**src/rtl/counter_sweep_pkg.sv**
```systemverilog
// Shared types and constants for the counter sweep sequencer.
// Mode 10 is ping-pong only when COUNTER_SWEEP_PINGPONG_EN is defined.
package counter_sweep_pkg;

  localparam int unsigned MODE_W = 2;

  typedef enum logic [1:0] {
    IDLE   = 2'd0,
    LOAD   = 2'd1,
    RUN    = 2'd2,
    FINISH = 2'd3
  } state_e;

  localparam logic [MODE_W-1:0] MODE_ONESHOT  = 2'b00;
  localparam logic [MODE_W-1:0] MODE_WRAP     = 2'b01;
  localparam logic [MODE_W-1:0] MODE_PINGPONG = 2'b10;

  // Fold unsupported/reserved encodings onto one-shot at capture time.
  function automatic logic [MODE_W-1:0] eff_mode(input logic [MODE_W-1:0] m);
    logic [MODE_W-1:0] r;
    r = MODE_ONESHOT;
    if (m == MODE_WRAP) r = MODE_WRAP;
`ifdef COUNTER_SWEEP_PINGPONG_EN
    if (m == MODE_PINGPONG) r = MODE_PINGPONG;
`endif
    return r;
  endfunction

endpackage

```
**src/rtl/counter_sweep_ctrl_prescaler.sv**
```systemverilog
// Step prescaler: down-counter that flags a tick at zero and reloads the divider.
module sweep_prescaler #(
  parameter int unsigned DIV_W = 8
) (
  input  logic             clk,
  input  logic             rst_n,
  input  logic             i_clr,
  input  logic             i_load,
  input  logic             i_run,
  input  logic [DIV_W-1:0] i_div,
  output logic             o_tick
);

  logic [DIV_W-1:0] r_cnt;

  assign o_tick = (r_cnt == '0);

  always_ff @(posedge clk) begin
    if (!rst_n) begin
      r_cnt <= '0;
    end else if (i_clr) begin
      r_cnt <= '0;
    end else if (i_load) begin
      r_cnt <= i_div;
    end else if (i_run) begin
      r_cnt <= o_tick ? i_div : r_cnt - DIV_W'(1);
    end
  end

endmodule

```
**src/rtl/counter_sweep_ctrl.sv**
```systemverilog
// Sweep sequencer driving an up/down counter's control pins (one-shot/wrap/ping-pong).
// Ping-pong mode is built only when COUNTER_SWEEP_PINGPONG_EN is defined.
module counter_sweep_ctrl
  import counter_sweep_pkg::*;
#(
  parameter int unsigned WIDTH = 8,
  parameter int unsigned DIV_W = 8
) (
  input  logic             clk,
  input  logic             rst_n,
  input  logic             cmd_valid,
  output logic             cmd_ready,
  input  logic [WIDTH-1:0] cmd_start,
  input  logic [WIDTH-1:0] cmd_end,
  input  logic [1:0]       cmd_mode,
  input  logic [DIV_W-1:0] cmd_div,
  input  logic             abort,
  input  logic [WIDTH-1:0] cnt_q,
  output logic             cnt_en,
  output logic             cnt_load,
  output logic             cnt_up,
  output logic             cnt_oe,
  output logic [WIDTH-1:0] cnt_d,
  output logic             busy,
  output logic             done
);

  state_e            r_state, w_state_nxt;
  logic [WIDTH-1:0]  r_start, r_end, r_target, w_target_nxt;
  logic [MODE_W-1:0] r_mode;
  logic [DIV_W-1:0]  r_div;
  logic              r_dir, w_dir_nxt;
  logic              w_tick, w_ps_clr, w_ps_load, w_ps_run;

  sweep_prescaler #(.DIV_W(DIV_W)) u_prescaler (
    .clk    (clk),
    .rst_n  (rst_n),
    .i_clr  (w_ps_clr),
    .i_load (w_ps_load),
    .i_run  (w_ps_run),
    .i_div  (r_div),
    .o_tick (w_tick)
  );

  always_ff @(posedge clk) begin
    if (!rst_n) begin
      r_state  <= IDLE;
      r_target <= '0;
      r_dir    <= 1'b0;
    end else begin
      r_state  <= w_state_nxt;
      r_target <= w_target_nxt;
      r_dir    <= w_dir_nxt;
    end
  end

  // Command fields are only sampled on accept.
  always_ff @(posedge clk) begin
    if (!rst_n) begin
      r_start <= '0;
      r_end   <= '0;
      r_mode  <= MODE_ONESHOT;
      r_div   <= '0;
    end else if (cmd_valid && (r_state == IDLE)) begin
      r_start <= cmd_start;
      r_end   <= cmd_end;
      r_mode  <= eff_mode(cmd_mode);
      r_div   <= cmd_div;
    end
  end

  always_comb begin
    w_state_nxt  = r_state;
    w_target_nxt = r_target;
    w_dir_nxt    = r_dir;
    cmd_ready    = 1'b0;
    busy         = 1'b1;
    cnt_en       = 1'b0;
    cnt_load     = 1'b0;
    cnt_up       = 1'b0;
    cnt_d        = '0;
    done         = 1'b0;
    w_ps_clr     = 1'b0;
    w_ps_load    = 1'b0;
    w_ps_run     = 1'b0;

    case (r_state)
      IDLE: begin
        busy      = 1'b0;
        cmd_ready = 1'b1;
        w_ps_clr  = 1'b1;
        if (cmd_valid) begin
          w_state_nxt  = LOAD;
          w_target_nxt = cmd_end;
          w_dir_nxt    = (cmd_end >= cmd_start);
        end
      end
      LOAD: begin
        cnt_load    = 1'b1;
        cnt_d       = r_start;
        w_ps_load   = 1'b1;
        w_state_nxt = RUN;
      end
      RUN: begin
        cnt_up   = r_dir;
        w_ps_run = 1'b1;
        if (w_tick) begin
          if (cnt_q != r_target) begin
            cnt_en = 1'b1;
          end else begin
            case (r_mode)
              MODE_WRAP: begin
                cnt_load = 1'b1;
                cnt_d    = r_start;
              end
`ifdef COUNTER_SWEEP_PINGPONG_EN
              // Turn around at the target and take the first step back immediately.
              MODE_PINGPONG: begin
                if (r_start != r_end) begin
                  w_target_nxt = (r_target == r_end) ? r_start : r_end;
                  w_dir_nxt    = ~r_dir;
                  cnt_up       = ~r_dir;
                  cnt_en       = 1'b1;
                end
              end
`endif
              default: w_state_nxt = FINISH;
            endcase
          end
        end
      end
      FINISH: begin
        done        = 1'b1;
        w_state_nxt = IDLE;
      end
      default: w_state_nxt = IDLE;
    endcase

    // Abort leaves the counter holding its current value.
    if (abort && (r_state != IDLE)) begin
      cnt_en      = 1'b0;
      cnt_load    = 1'b0;
      done        = 1'b0;
      w_state_nxt = IDLE;
    end
    if (!rst_n) begin
      cnt_en   = 1'b0;
      cnt_load = 1'b0;
    end
    cnt_oe = busy;
  end

endmodule

```
**config.mk**
```make
export PLATFORM = sky130hd
export DESIGN_NAME = counter_sweep_ctrl
export DESIGN_NICKNAME = d
export VERILOG_FILES = /design/src/rtl/counter_sweep_pkg.sv /design/src/rtl/counter_sweep_ctrl_prescaler.sv /design/src/rtl/counter_sweep_ctrl.sv
export SDC_FILE = /design/constraint.sdc
export NUM_CORES = 1
export LEC_CHECK = 0
export BUFFER_PORTS_ARGS = -buffer_cell sky130_fd_sc_hd__buf_2
export CORE_MARGIN = 2
export CORE_UTILIZATION = 50
export CTS_CLUSTER_SIZE = 28
export DETAILED_ROUTE_END_ITERATION = 12
export GPL_TIMING_DRIVEN = 0
export PLACE_DENSITY = 0.72
export SLEW_MARGIN = 20
export SYNTH_ARGS = -nofsm -noshare
export SYNTH_HDL_FRONTEND = slang
export SYNTH_SLANG_ARGS = --single-unit
```
**constraint.sdc**
```tcl
create_clock -name clk -period 2.6 [get_ports clk]
set_clock_uncertainty 0.15 [all_clocks]
set_input_delay 0.13 -clock clk [delete_from_list [all_inputs] [get_ports clk]]
set_output_delay 0.13 -clock clk [all_outputs]
set_load 0.05 [all_outputs]
```
==> reports/metrics.csv, run 1 <==
stage,metric,value,unit
run_status,status,finished clean,
cells_and_area,multiInputGateArea,1241,um^2
worst_setup_path,cp.arrival,2130,ps
sta,timing.setup.tns,0,ps
logic_synthesis,synth-xor-area-share,0.03415,
logic_synthesis,netlist_area,2052,um^2
sta,finalCriticalPeriod,2409,ps
clocking,clock-sinks,36,
grt,grt_usage,0.2394,
logic_synthesis,synthSimpleGateAreaFrac,0.2628,
worst_setup_path,crit_type,register to primary output,
logic_synthesis,synthAdderAreaFrac,0.08537,
routing,drc,0,
worst_setup_path,start_kind,register,
power_and_ir_drop,power_density,832.5,nW/um^2
placement,placed_cells,357,
sta,hold_violations,0,
logic_synthesis,yosys_warnings,0,
routing,drtIter0Drc,82,
worst_setup_path,worst_setup_path_end_kind,primary output,
sta,max_freq,0.4151,GHz
worst_setup_path,cp_max_fo,10,
power_and_ir_drop,power_switching,976.3,uW
placement,dp_hpwl,3537,um
grt,met2_usage,0.4223,
grt,grt_most_used_layer,met2,
routing,ant_nets,0,
clocking,cts_tree,built,
clocking,clk_path_buf_depth,2,
floorplan,ios,53,
grt,grt_max_degree,12,
logic_synthesis,synth_seq_area_share,0.3512,
hold_path,hp-class,input port to register,
clocking,root_buffer,clkbuf_8,
logic_synthesis,synth_top_area_share,0.3512,
sta,slew_violations,0,
power_and_ir_drop,report.power.total,2294,uW
grt,grt_pass1_vias,1895,
logic_synthesis,synth_edf_count,0,
clocking,cts_buffers,5,
logic_synthesis,synth_cells,256,
placement,place_ws,386.7,ps
sta,setup_viol_count_final,0,
floorplan,core,3971,um^2
logic_synthesis,ys_types,39,
job,maxCapViolations,0,
logic_synthesis,yosysTopAreaCell,dfxtp_1,
floorplan,die_h,68.06,um
logic_synthesis,synth_compound_area_frac,0.2055,
floorplan,start_util,0.5167,
power_and_ir_drop,pwr-share-clk,0.214,
power_and_ir_drop,pwr-share-comb,0.478,
grt,overflow,0,
cells_and_area,stdcell_count,391,
logic_synthesis,yosysMostFrequentCell,nand2_1,
routing,via_count,2036,
sta,fin_ws,191.2,ps
logic_synthesis,synth_mux_area_frac,0.01098,
grt,grt_pass1_wl,8245,um
worst_setup_path,worst_r2r_path_depth,7,
logic_synthesis,syn_nets,308,
power_and_ir_drop,p_int,1317,uW
logic_synthesis,synth.avg_cell_area,8.016,um^2
cells_and_area,layout-drive-gt1-share,0.2082,
routing,post_drt_wl_per_cell,12.98,um
clocking,htree_levels,2,
grt,met3_usage,0.06086,
cells_and_area,num_antenna_cells,0,
cells_and_area,seq_area,720.7,um^2
power_and_ir_drop,p_leak,0.001199,uW
hold_path,hold_depth,4,
floorplan,rows,23,
sta,rsz0062_at_grt,no,
sta,worst_pin_slew,490.8,ps
logic_synthesis,synth_async_sr_flop_share,0,
power_and_ir_drop,pwr-share-seq,0.308,
worst_setup_path,cp_data_required_time,2320,ps
routing,wirelength,5077,um
logic_synthesis,ys_top_cells_by_count,"58 x nand2_1, 36 x dfxtp_1, 25 x a21boi_0",
placement,gp_congestion,0.7873,
cells_and_area,area_growth,34.27,%
routing,via_per_inst,5.207,
cells_and_area,layout.nets,392,
placement,port_buffers,51,
power_and_ir_drop,switching_share,0.4257,
logic_synthesis,synth_top_family_by_area,simple AND/OR/NAND/NOR gates,
sta,period_share,0.9265,
routing,first_pass_iters,4,
floorplan,die_area,4632,um^2
logic_synthesis,ys_seq_elements,36,
logic_synthesis,yosys-top-cells-area,"dfxtp_1 35%, nand2_1 11%, a21boi_0 9.1%",
floorplan,fp.dieW,68.06,um
power_and_ir_drop,ir_drop,0.0005445,V
logic_synthesis,synth_flop_cell,dfxtp_1,
sta,slew_headroom,0.6728,
clocking,clk-insertion-delay-late,290,ps
grt,grt_util_met1,0.2765,
grt,antenna_found_initial,0,
cells_and_area,fillers,347,
clocking,cts.reportedPaths.clkPinSlew,70,ps
==> worst max-delay path, stage by stage, from the launching register on <==
cell,delay (ps)
dfxtp_1,350
inv_1,90
ha_1,170
nor4b_4,270
a21o_2,170
buf_4,150
o211a_4,230
and2_1,140
buf_2,260
==> repair_timing <==
action / CTS / global route
endpoints found under the setup margin: 0 / 9
resized for setup: 0 / 4
setup buffers: 0 / 0
hold buffers: 26 / 0
endpoints found under the hold margin: 25 / 0
==> registers in the layout, summed over array words and instances (netlist names) <==
register and flops:
r_mode 1, r_dir 1, r_div 8, r_state 2
u_prescaler.r_cnt 8, r_start 8, r_target 8
==> per-layer routing <==
metal / wire length (um) / vias to the layer above
met2: 2585 / 52
li1: - / 1034
met3: 256 / 5
met4: 61 / 0
met1: 2174 / 945
met5: 0 / -
==> power groups by stage <==
stage / clock, uW / sequential, uW / combinational (uW)
floorplan: 0 / 700 / 809
finish: 491 / 706 / 1100
global placement: 0 / 714 / 1040
detailed placement: 0 / 719 / 1050
global route: 526 / 718 / 1230
CTS: 500 / 706 / 1090
==> final timing paths <==
path,from,endpoint,slack (ps)
hold / removal,abort,r_state[1],60
hold reg to reg,r_start[7],r_start[7],310
setup reg to reg,r_state[0],r_mode[0],400
setup / recovery,u_prescaler.r_cnt[0],cnt_d[1],190
==> metrics by stage <==
stage / hold slack, ps / util / area [um^2]
finish: 55.88 / 0.6938 / 2755
global route: 93.39 / 0.6938 / 2755
CTS: 52.57 / 0.6906 / 2743
detailed placement: 243.5 / 0.5980 / 2375
global placement: 233.5 / 0.5980 / 2375
floorplan: 124.9 / - / 2057
==> layout make-up <==
type / count / area share
sequential: 36 / 0.2616
tap: 50 / 0.02271
multi-input combinational: 195 / 0.4505
clock inverter: 2 / 0.01272
buffer: 12 / 0.01953
timing repair buffer: 77 / 0.1889
inverter: 13 / 0.01771
clock buffer: 6 / 0.02634
==> layout by cell type (no fill, tap or decap), drive strengths merged <==
cell type    netlist  routed
nand2             58      58
buf                3      52
dfxtp             36      36
dlygate4sd3        0      26
a21boi            25      25
clkbuf             9      17
and2              14      14
ha                14      14
inv               13      13
o21ai             12      12
nor2              12      12
xnor2              8       8
a21oi              8       8
nor3               7       7
a22oi              5       5
nand2b             5       5
nand4              4       4
or3                3       3
o211ai             2       2
mux2               2       2
a32o               2       2
a21o               2       2
nor4b              1       1
o211a              1       1
nand3              1       1
a31o               1       1
a211oi             1       1
nor2b              1       1
a31oi              1       1
nor4               1       1
nand3b             1       1
or4b               1       1
or4                1       1
o2bb2ai            1       1
clkinv             0       1
bufinv             0       1
==> kinds of logic after synthesis <==
family,after synthesis
adders and majority gates,14
AOI/OAI and AO/OA,61
DFF,36
buffers and inverters,25
muxes,2
xor gates and xnor gates,8
and+or+nand+nor,110
No activity file was read; power rests on OpenSTA's default activity.
==> inputs of run 2 (changes only) <==
SETUP_SLACK_MARGIN = 0.2   (was unset)
==> run 2 against run 1 <==
Against the previous run: sequential power about the same; combinational power up 5%; first-iteration DRC count up 6.1%; sequential share of layout area down 0.36 points.
==> reports/metrics.csv, run 2 (synthesis gave the netlist of run 1 again) <==
stage,metric,value,unit,change
run_status,status,finished clean,,unchanged
routing,ant_nets,0,,unchanged
hold_path,worstHoldStart,rst_n,,was abort
cells_and_area,seq_area,720.7,um^2,unchanged
floorplan,fp.dieW,68.06,um,unchanged
worst_setup_path,crit_type,register to primary output,,unchanged
cells_and_area,fillers,347,,unchanged
cells_and_area,layout_common_cells,"58 x nand2_1, 43 x buf_2, 36 x dfxtp_1",,"was 58 x nand2_1, 50 x buf_2, 36 x dfxtp_1"
worst_setup_path,slowest_stage,dfxtp_1,,unchanged
floorplan,die_area,4632,um^2,unchanged
placement,place_ws,361.7,ps,was 386.7 ps
worst_setup_path,worst_r2r_path_depth,7,,unchanged
floorplan,start_util,0.5167,,unchanged
sta,worst_pin_slew,575.6,ps,was 490.8 ps
routing,via_per_inst,5.135,,was 5.207
placement,placed_cell_area,2381,um^2,was 2375 um^2
routing,wirelength,5273,um,was 5077 um
grt,grt_max_degree,11,,was 12
clocking,clk-insertion-delay-late,290,ps,about the same
cells_and_area,num_antenna_cells,0,,unchanged
power_and_ir_drop,report.power.total,2245,uW,was 2294 uW
sta,slew_violations,0,,unchanged
worst_setup_path,cp_max_fo,11,,was 10
sta,hold_violations,0,,unchanged
worst_setup_path,worst_setup_path_end_kind,primary output,,unchanged
power_and_ir_drop,power_density,803.4,nW/um^2,was 832.5 nW/um^2
sta,period_share,0.8850,,was 0.9265
hold_path,hp-class,input port to register,,unchanged
sta,fin_ws,299.1,ps,was 191.2 ps
clocking,clock-sinks,36,,unchanged
clocking,cts_buffers,5,,unchanged
routing,post_drt_wl_per_cell,13.45,um,was 12.98 um
worst_setup_path,r2r-end,r_mode[0],,unchanged
worst_setup_path,start_kind,register,,unchanged
sta,finalCriticalPeriod,2301,ps,was 2409 ps
job,maxCapViolations,0,,unchanged
worst_setup_path,timing.rr.start,r_state[0],,unchanged
floorplan,ios,53,,unchanged
sta,setup_viol_count_final,0,,unchanged
routing,drc,0,,unchanged
hold_path,min_to,r_div[7],,was r_state[1]
power_and_ir_drop,p_leak,0.001196,uW,was 0.001199 uW
worst_setup_path,path_cells,inv_2 -> ha_1 -> nor4b_4 -> a21o_2 -> buf_6 -> o211a_4 -> and2_1 -> buf_6,,was inv_1 -> ha_1 -> nor4b_4 -> a21o_2 -> buf_4 -> o211a_4 -> and2_1 -> buf_2
worst_setup_path,regToRegSetupSlack,400,ps,about the same
sta,timing.setup.tns,0,ps,unchanged
floorplan,rows,23,,unchanged
grt,overflow,0,,unchanged
grt,grt_usage,0.2363,,was 0.2394
grt,antenna_found_initial,0,,unchanged
worst_setup_path,crit_family,simple AND/OR/NAND/NOR gates,,was buffers and inverters
cells_and_area,area_growth,36.16,%,was 34.27%
clocking,root_buffer,clkbuf_8,,unchanged
worst_setup_path,crit_buf_inv,3,,unchanged
cells_and_area,layout.nets,394,,was 392
placement,gp_congestion,0.7949,,was 0.7873
hold_path,hold_depth,2,,was 4
worst_setup_path,cp_data_required_time,2320,ps,about the same
floorplan,die_h,68.06,um,unchanged
clocking,clk_path_buf_depth,2,,unchanged
clocking,htree_levels,2,,unchanged
grt,grt_pass1_wl,8162,um,was 8245 um
clocking,cts.reportedPaths.clkPinSlew,70,ps,about the same
sta,slew_headroom,0.6122,,was 0.6728
sta,hold_slack,74.22,ps,was 55.88 ps
routing,drtIter0Drc,87,,was 82
cells_and_area,multiInputGateArea,1270,um^2,was 1241 um^2
routing,first_pass_iters,4,,unchanged
grt,grt_pass1_vias,1874,,"was 1,895"
sta,max_freq,0.4346,GHz,was 0.4151 GHz
sta,rsz0062_at_grt,no,,unchanged
placement,port_buffers,51,,unchanged
worst_setup_path,cpMostUsedCell,buf_6,,
floorplan,core,3971,um^2,unchanged
placement,dp_hpwl,3542,um,was 3537 um
power_and_ir_drop,ir_drop,0.0004120,V,was 0.0005445 V
cells_and_area,final_area,2794,um^2,was 2755 um^2
cells_and_area,final_common_cell,nand2_1,,unchanged
worst_setup_path,cpPeakStageDelay,360,ps,was 350 ps
cells_and_area,layout-drive-gt1-share,0.2164,,was 0.2082
routing,via_count,2013,,"was 2,036"
worst_setup_path,cp.arrival,2020,ps,was 2130 ps
clocking,cts_tree,built,,unchanged
[run 2: worst reg2reg max path, delay by kind of cell, from the launching register on]
kind                       cells  cell delay (ps)
buffers and inverters          3              980
DFF                            1              330
and+or+nand+nor                2              260
adders and majority gates      1              250
AOI/OAI and AO/OA              1              160
[run 2: per-layer routing]
| layer | vias up | part of all wire | GRT usage |
|---|---|---|---|
| met5 | - | 0 | 0 |
| met4 | 0 | 0.011 | 0.06750 |
| met3 | 5 | 0.049 | 0.06414 |
| met2 | 45 | 0.51 | 0.4308 |
| met1 | 927 | 0.43 | 0.2674 |
| li1 | 1036 | - | - |
[run 2: stage by stage]
stage | cells | utilization
floorplan | 256 | -
finish | 392 | 0.7035
global route | 392 | 0.7035
detailed placement | 357 | 0.5996
CTS | 390 | 0.6922
global placement | 357 | 0.5996
[run 2: power by group]
part / switching (uW) / internal [uW] / total (uW)
clock network: 203 / 182 / 385
registers: 59.6 / 645 / 704
logic: 743 / 412 / 1160
total: 1010 / 1240 / 2240
[run 2: how the worst max path moves through the flow]
stage                          end  depth (start not counted)            startpoint  slack (ps)
final                     cnt_d[5]                          8  u_prescaler.r_cnt[0]         300
after global routing      cnt_d[0]                          8  u_prescaler.r_cnt[0]         190
after CTS                 cnt_d[6]                          8  u_prescaler.r_cnt[0]         210
after detailed placement  cnt_d[6]                          8  u_prescaler.r_cnt[0]         360
after global placement    cnt_d[0]                          8  u_prescaler.r_cnt[0]         350
after floorplan             cnt_en                          6            r_state[0]         230
[run 2: layout make-up]
cell class,count,share of cell area
Multi-Input combinational cell,196,0.4545
Sequential cell,36,0.2579
Timing Repair Buffer,78,0.1993
Clock buffer,6,0.02597
Tap cell,50,0.02239
Buffer,12,0.02060
Inverter,13,0.01747
Clock inverter,1,0.001791
[run 2: what timing repair did]
action                                  in CTS  in global routing
endpoints found under the setup margin       9                  9
hold buffers                                26                  0
setup buffers                                0                  1
hold endpoints to repair                    25                  0
gates resized for setup                     11                  7
gates cloned                                 0                  1
pin swaps                                    0                  1
==> inputs of run 3 (changes only) <==
--- a/config.mk
+++ b/config.mk
@@ -7,2 +7,3 @@
 export LEC_CHECK = 0
+export ABC_AREA = 1
 export BUFFER_PORTS_ARGS = -buffer_cell sky130_fd_sc_hd__buf_2
@@ -15,3 +16,3 @@
 export SETUP_SLACK_MARGIN = 0.2
-export SLEW_MARGIN = 20
+export SLEW_MARGIN = 10
 export SYNTH_ARGS = -nofsm -noshare
--- a/constraint.sdc
+++ b/constraint.sdc
@@ -4,2 +4,2 @@
 set_output_delay 0.13 -clock clk [all_outputs]
-set_load 0.05 [all_outputs]
+set_load 0.02 [all_outputs]
==> run 3 against run 2 <==
Against the previous run: combinational power rose by 18%; cell area fell by 4.9%; sequential share of layout area rose by 1.3 points; clock-buffer cell count rose by 2; wire length fell by 5.9%; synthesized cell count rose by 12%; global-route usage fell by 0.43 points; register-to-register slack improved by 110 ps; utilization fell by 3.9 points; hold slack got worse by 72 ps; non-clock buffer count fell by 13; sequential power rose by 6.0%.
==> reports/metrics.csv, run 3 <==
stage,metric,value,unit,change
cells_and_area,final_area,2656,um^2,was 2794 um^2
routing,via_per_inst,5.019,,was 5.135
logic_synthesis,synth.avg_cell_area,7.237,um^2,was 8.016 um^2
sta,slew_violations,0,,unchanged
sta,fin_ws,437.5,ps,was 299.1 ps
sta,max_freq,0.4624,GHz,was 0.4346 GHz
logic_synthesis,yosysTopAreaCell,dfxtp_1,,unchanged
sta,rsz0062_at_grt,no,,unchanged
worst_setup_path,cp_max_fo,9,,was 11
hold_path,hp-class,input port to register,,unchanged
worst_setup_path,cpMostUsedCell,nand2_4,,was buf_6
floorplan,ios,53,,unchanged
worst_setup_path,crit_buf_inv,4,,was 3
cells_and_area,num_antenna_cells,0,,unchanged
logic_synthesis,yosysMostFrequentCell,inv_1,,was nand2_1
sta,period_share,0.8317,,was 0.8850
grt,overflow,0,,unchanged
sta,setup_viol_count_final,0,,unchanged
grt,grt_most_used_layer,met2,,unchanged
cells_and_area,layout_common_cells,"52 x buf_2, 47 x inv_1, 38 x nand2_1",,"was 58 x nand2_1, 43 x buf_2, 36 x dfxtp_1"
logic_synthesis,synth_flop_cell,dfxtp_1,,unchanged
power_and_ir_drop,report.power.total,2531,uW,was 2245 uW
placement,port_buffers,52,,was 51
logic_synthesis,synth_cells,287,,was 256
logic_synthesis,ys_types,27,,was 39
grt,met2_usage,0.4171,,was 0.4308
run_status,status,finished clean,,unchanged
routing,drtIter0Drc,64,,was 87
grt,grt_pass1_wl,8066,um,was 8162 um
grt,grt_util_met1,0.2746,,was 0.2674
logic_synthesis,netlist_area,2077,um^2,was 2052 um^2
floorplan,core,4000,um^2,was 3971 um^2
clocking,clk_path_buf_depth,2,,unchanged
power_and_ir_drop,ir_drop,0.0004398,V,was 0.0004120 V
sta,timing.setup.tns,0,ps,unchanged
placement,place_ws,738.5,ps,was 361.7 ps
floorplan,die_area,4685,um^2,was 4632 um^2
power_and_ir_drop,power_density,953.0,nW/um^2,was 803.4 nW/um^2
routing,drc,0,,unchanged
cells_and_area,final_common_cell,buf_2,,was nand2_1
floorplan,fp.dieW,68.45,um,was 68.06 um
grt,grt_pass1_vias,1839,,"was 1,874"
worst_setup_path,cp.arrival,1880,ps,was 2020 ps
logic_synthesis,synth_edf_count,0,,unchanged
worst_setup_path,crit_family,simple AND/OR/NAND/NOR gates,,unchanged
grt,grt_max_degree,11,,unchanged
clocking,cts_buffers,5,,unchanged
cells_and_area,layout.nets,414,,was 394
sta,slew_headroom,0.6799,,was 0.6122
logic_synthesis,yosys-top-cells-area,"dfxtp_1 35%, inv_1 8.5%, ha_1 8.4%",,"was dfxtp_1 35%, nand2_1 11%, a21boi_0 9.1%"
logic_synthesis,synth_seq_area_share,0.3470,,was 0.3512
routing,ant_nets,0,,unchanged
logic_synthesis,synth_top_area_share,0.3470,,was 0.3512
grt,met3_usage,0.04770,,was 0.06414
cells_and_area,layout-drive-gt1-share,0.2424,,was 0.2164
logic_synthesis,synth_async_sr_flop_share,0,,unchanged
routing,wirelength,4962,um,was 5273 um
floorplan,die_h,68.45,um,was 68.06 um
sta,hold_violations,0,,unchanged
worst_setup_path,crit_type,register to primary output,,unchanged
clocking,cts.reportedPaths.clkPinSlew,70,ps,about the same
worst_setup_path,start_kind,register,,unchanged
grt,grt_usage,0.2320,,was 0.2363
power_and_ir_drop,p_leak,0.001271,uW,was 0.001196 uW
clocking,clock-sinks,36,,unchanged
worst_setup_path,worst_setup_path_end_kind,primary output,,unchanged
worst_setup_path,slowest_stage,dfxtp_1,,unchanged
grt,antenna_found_initial,0,,unchanged
cells_and_area,fillers,357,,was 347
sta,finalCriticalPeriod,2162,ps,was 2301 ps
placement,gp_congestion,0.8575,,was 0.7949
clocking,cts_tree,built,,unchanged
routing,via_count,2073,,"was 2,013"
clocking,htree_levels,2,,unchanged
routing,first_pass_iters,4,,unchanged
logic_synthesis,ys_seq_elements,36,,unchanged
clocking,root_buffer,clkbuf_8,,unchanged
logic_synthesis,ys_top_cells_by_count,"47 x inv_1, 39 x nand2_1, 36 x dfxtp_1",,"was 58 x nand2_1, 36 x dfxtp_1, 25 x a21boi_0"
floorplan,rows,23,,unchanged
sta,worst_pin_slew,480.1,ps,was 575.6 ps
placement,placed_cell_area,2400,um^2,was 2381 um^2
routing,post_drt_wl_per_cell,12.01,um,was 13.45 um
worst_setup_path,path_cells,inv_1 -> ha_1 -> inv_1 -> nor3_2 -> nand2_4 -> nand2_4 -> inv_4 -> nor2_4 -> nand2_4 -> nor2_1 -> buf_2,,was inv_2 -> ha_1 -> nor4b_4 -> a21o_2 -> buf_6 -> o211a_4 -> and2_1 -> buf_6
floorplan,start_util,0.5192,,was 0.5167
placement,dp_hpwl,3570,um,was 3542 um
worst_setup_path,cp_data_required_time,2320,ps,about the same
clocking,clk-insertion-delay-late,290,ps,about the same
sta,hold_slack,2.066,ps,was 74.22 ps
logic_synthesis,syn_nets,339,,was 308
cells_and_area,area_growth,27.89,%,was 36.16%
worst_setup_path,cpPeakStageDelay,330,ps,was 360 ps
job,maxCapViolations,0,,unchanged
logic_synthesis,yosys_warnings,0,,unchanged
==> run 3: cell types whose count changed after synthesis, moves of 5 or more <==
cell / before / now
a21boi_0: 25 / 1
nor2_1: 12 / 29
inv_1: 13 / 47
a22oi_1: 5 / 0
and2_1: 14 / 0
nand2_1: 58 / 39
nand3_1: 1 / 10
o21ai_0: 12 / 31
a21oi_1: 7 / 32
o21ai_2: 0 / 6
==> run 3: cells by family (layout without fill, tap and decap cells) <==
kind of cell | count (synthesis) | in the layout | synth area share
simple gates | 93 | 93 | 0.2084
compound gates | 76 | 76 | 0.2054
buf+inv | 60 | 136 | 0.1211
flops | 36 | 36 | 0.3470
fa+ha+maj | 14 | 14 | 0.08434
xor+xnor | 8 | 8 | 0.03374
==> run 3: through the flow <==
stage | cells | utilization
2_1_floorplan | 287 | -
3_3_place_gp | 389 | 0.5999
3_5_place_dp | 389 | 0.5999
4_1_cts | 413 | 0.6625
5_1_grt | 413 | 0.6641
6_report | 413 | 0.6641
==> run 3: per-layer routing <==
metal  part of all wire  wire [um]  vias up
li1                   -          -     1061
met5                  0          0        -
met3              0.040        198        5
met2               0.51       2545       43
met4              0.011         55        0
met1               0.44       2162      964
==> run 3: cell type report <==
type | count | area (um^2) | share of cell area
multi-input cells | 191 | 1107 | 0.4169
flip-flops and latches | 36 | 720.7 | 0.2713
repair buffers | 68 | 420.4 | 0.1583
inverters | 51 | 197.7 | 0.07442
clock buffers | 8 | 90.09 | 0.03391
well taps | 50 | 62.56 | 0.02355
plain buffers | 9 | 57.56 | 0.02167
==> run 3: worst min-delay path, cell delays in order <==
cell	delay (ps)
buf_2	80
a21oi_1	90
nand2_1	70
nor2_1	30
==> run 3: final timing paths <==
| check | startpoint | end | slack [ps] | depth (start not counted) |
|---|---|---|---|---|
| min reg2reg | r_start[1] | r_start[1] | 310 | 2 |
| min | abort | r_state[1] | 2 | 4 |
| max reg2reg | r_state[0] | r_mode[0] | 510 | 7 |
| max | u_prescaler.r_cnt[0] | cnt_d[3] | 440 | 11 |
==> run 3: repair_timing <==
item / in CTS / in global routing
hold buffers: 16 / 0
resized for setup: 0 / 2
endpoints found under the setup margin: 0 / 1
endpoints found under the hold margin: 14 / 0
buffers inserted: 0 / 0
==> run 3: power by group <==
part | switching (uW) | internal (uW)
Combinational | 862 | 510
Clock | 198 | 216
Sequential | 64.0 | 682
Total | 1120 | 1410
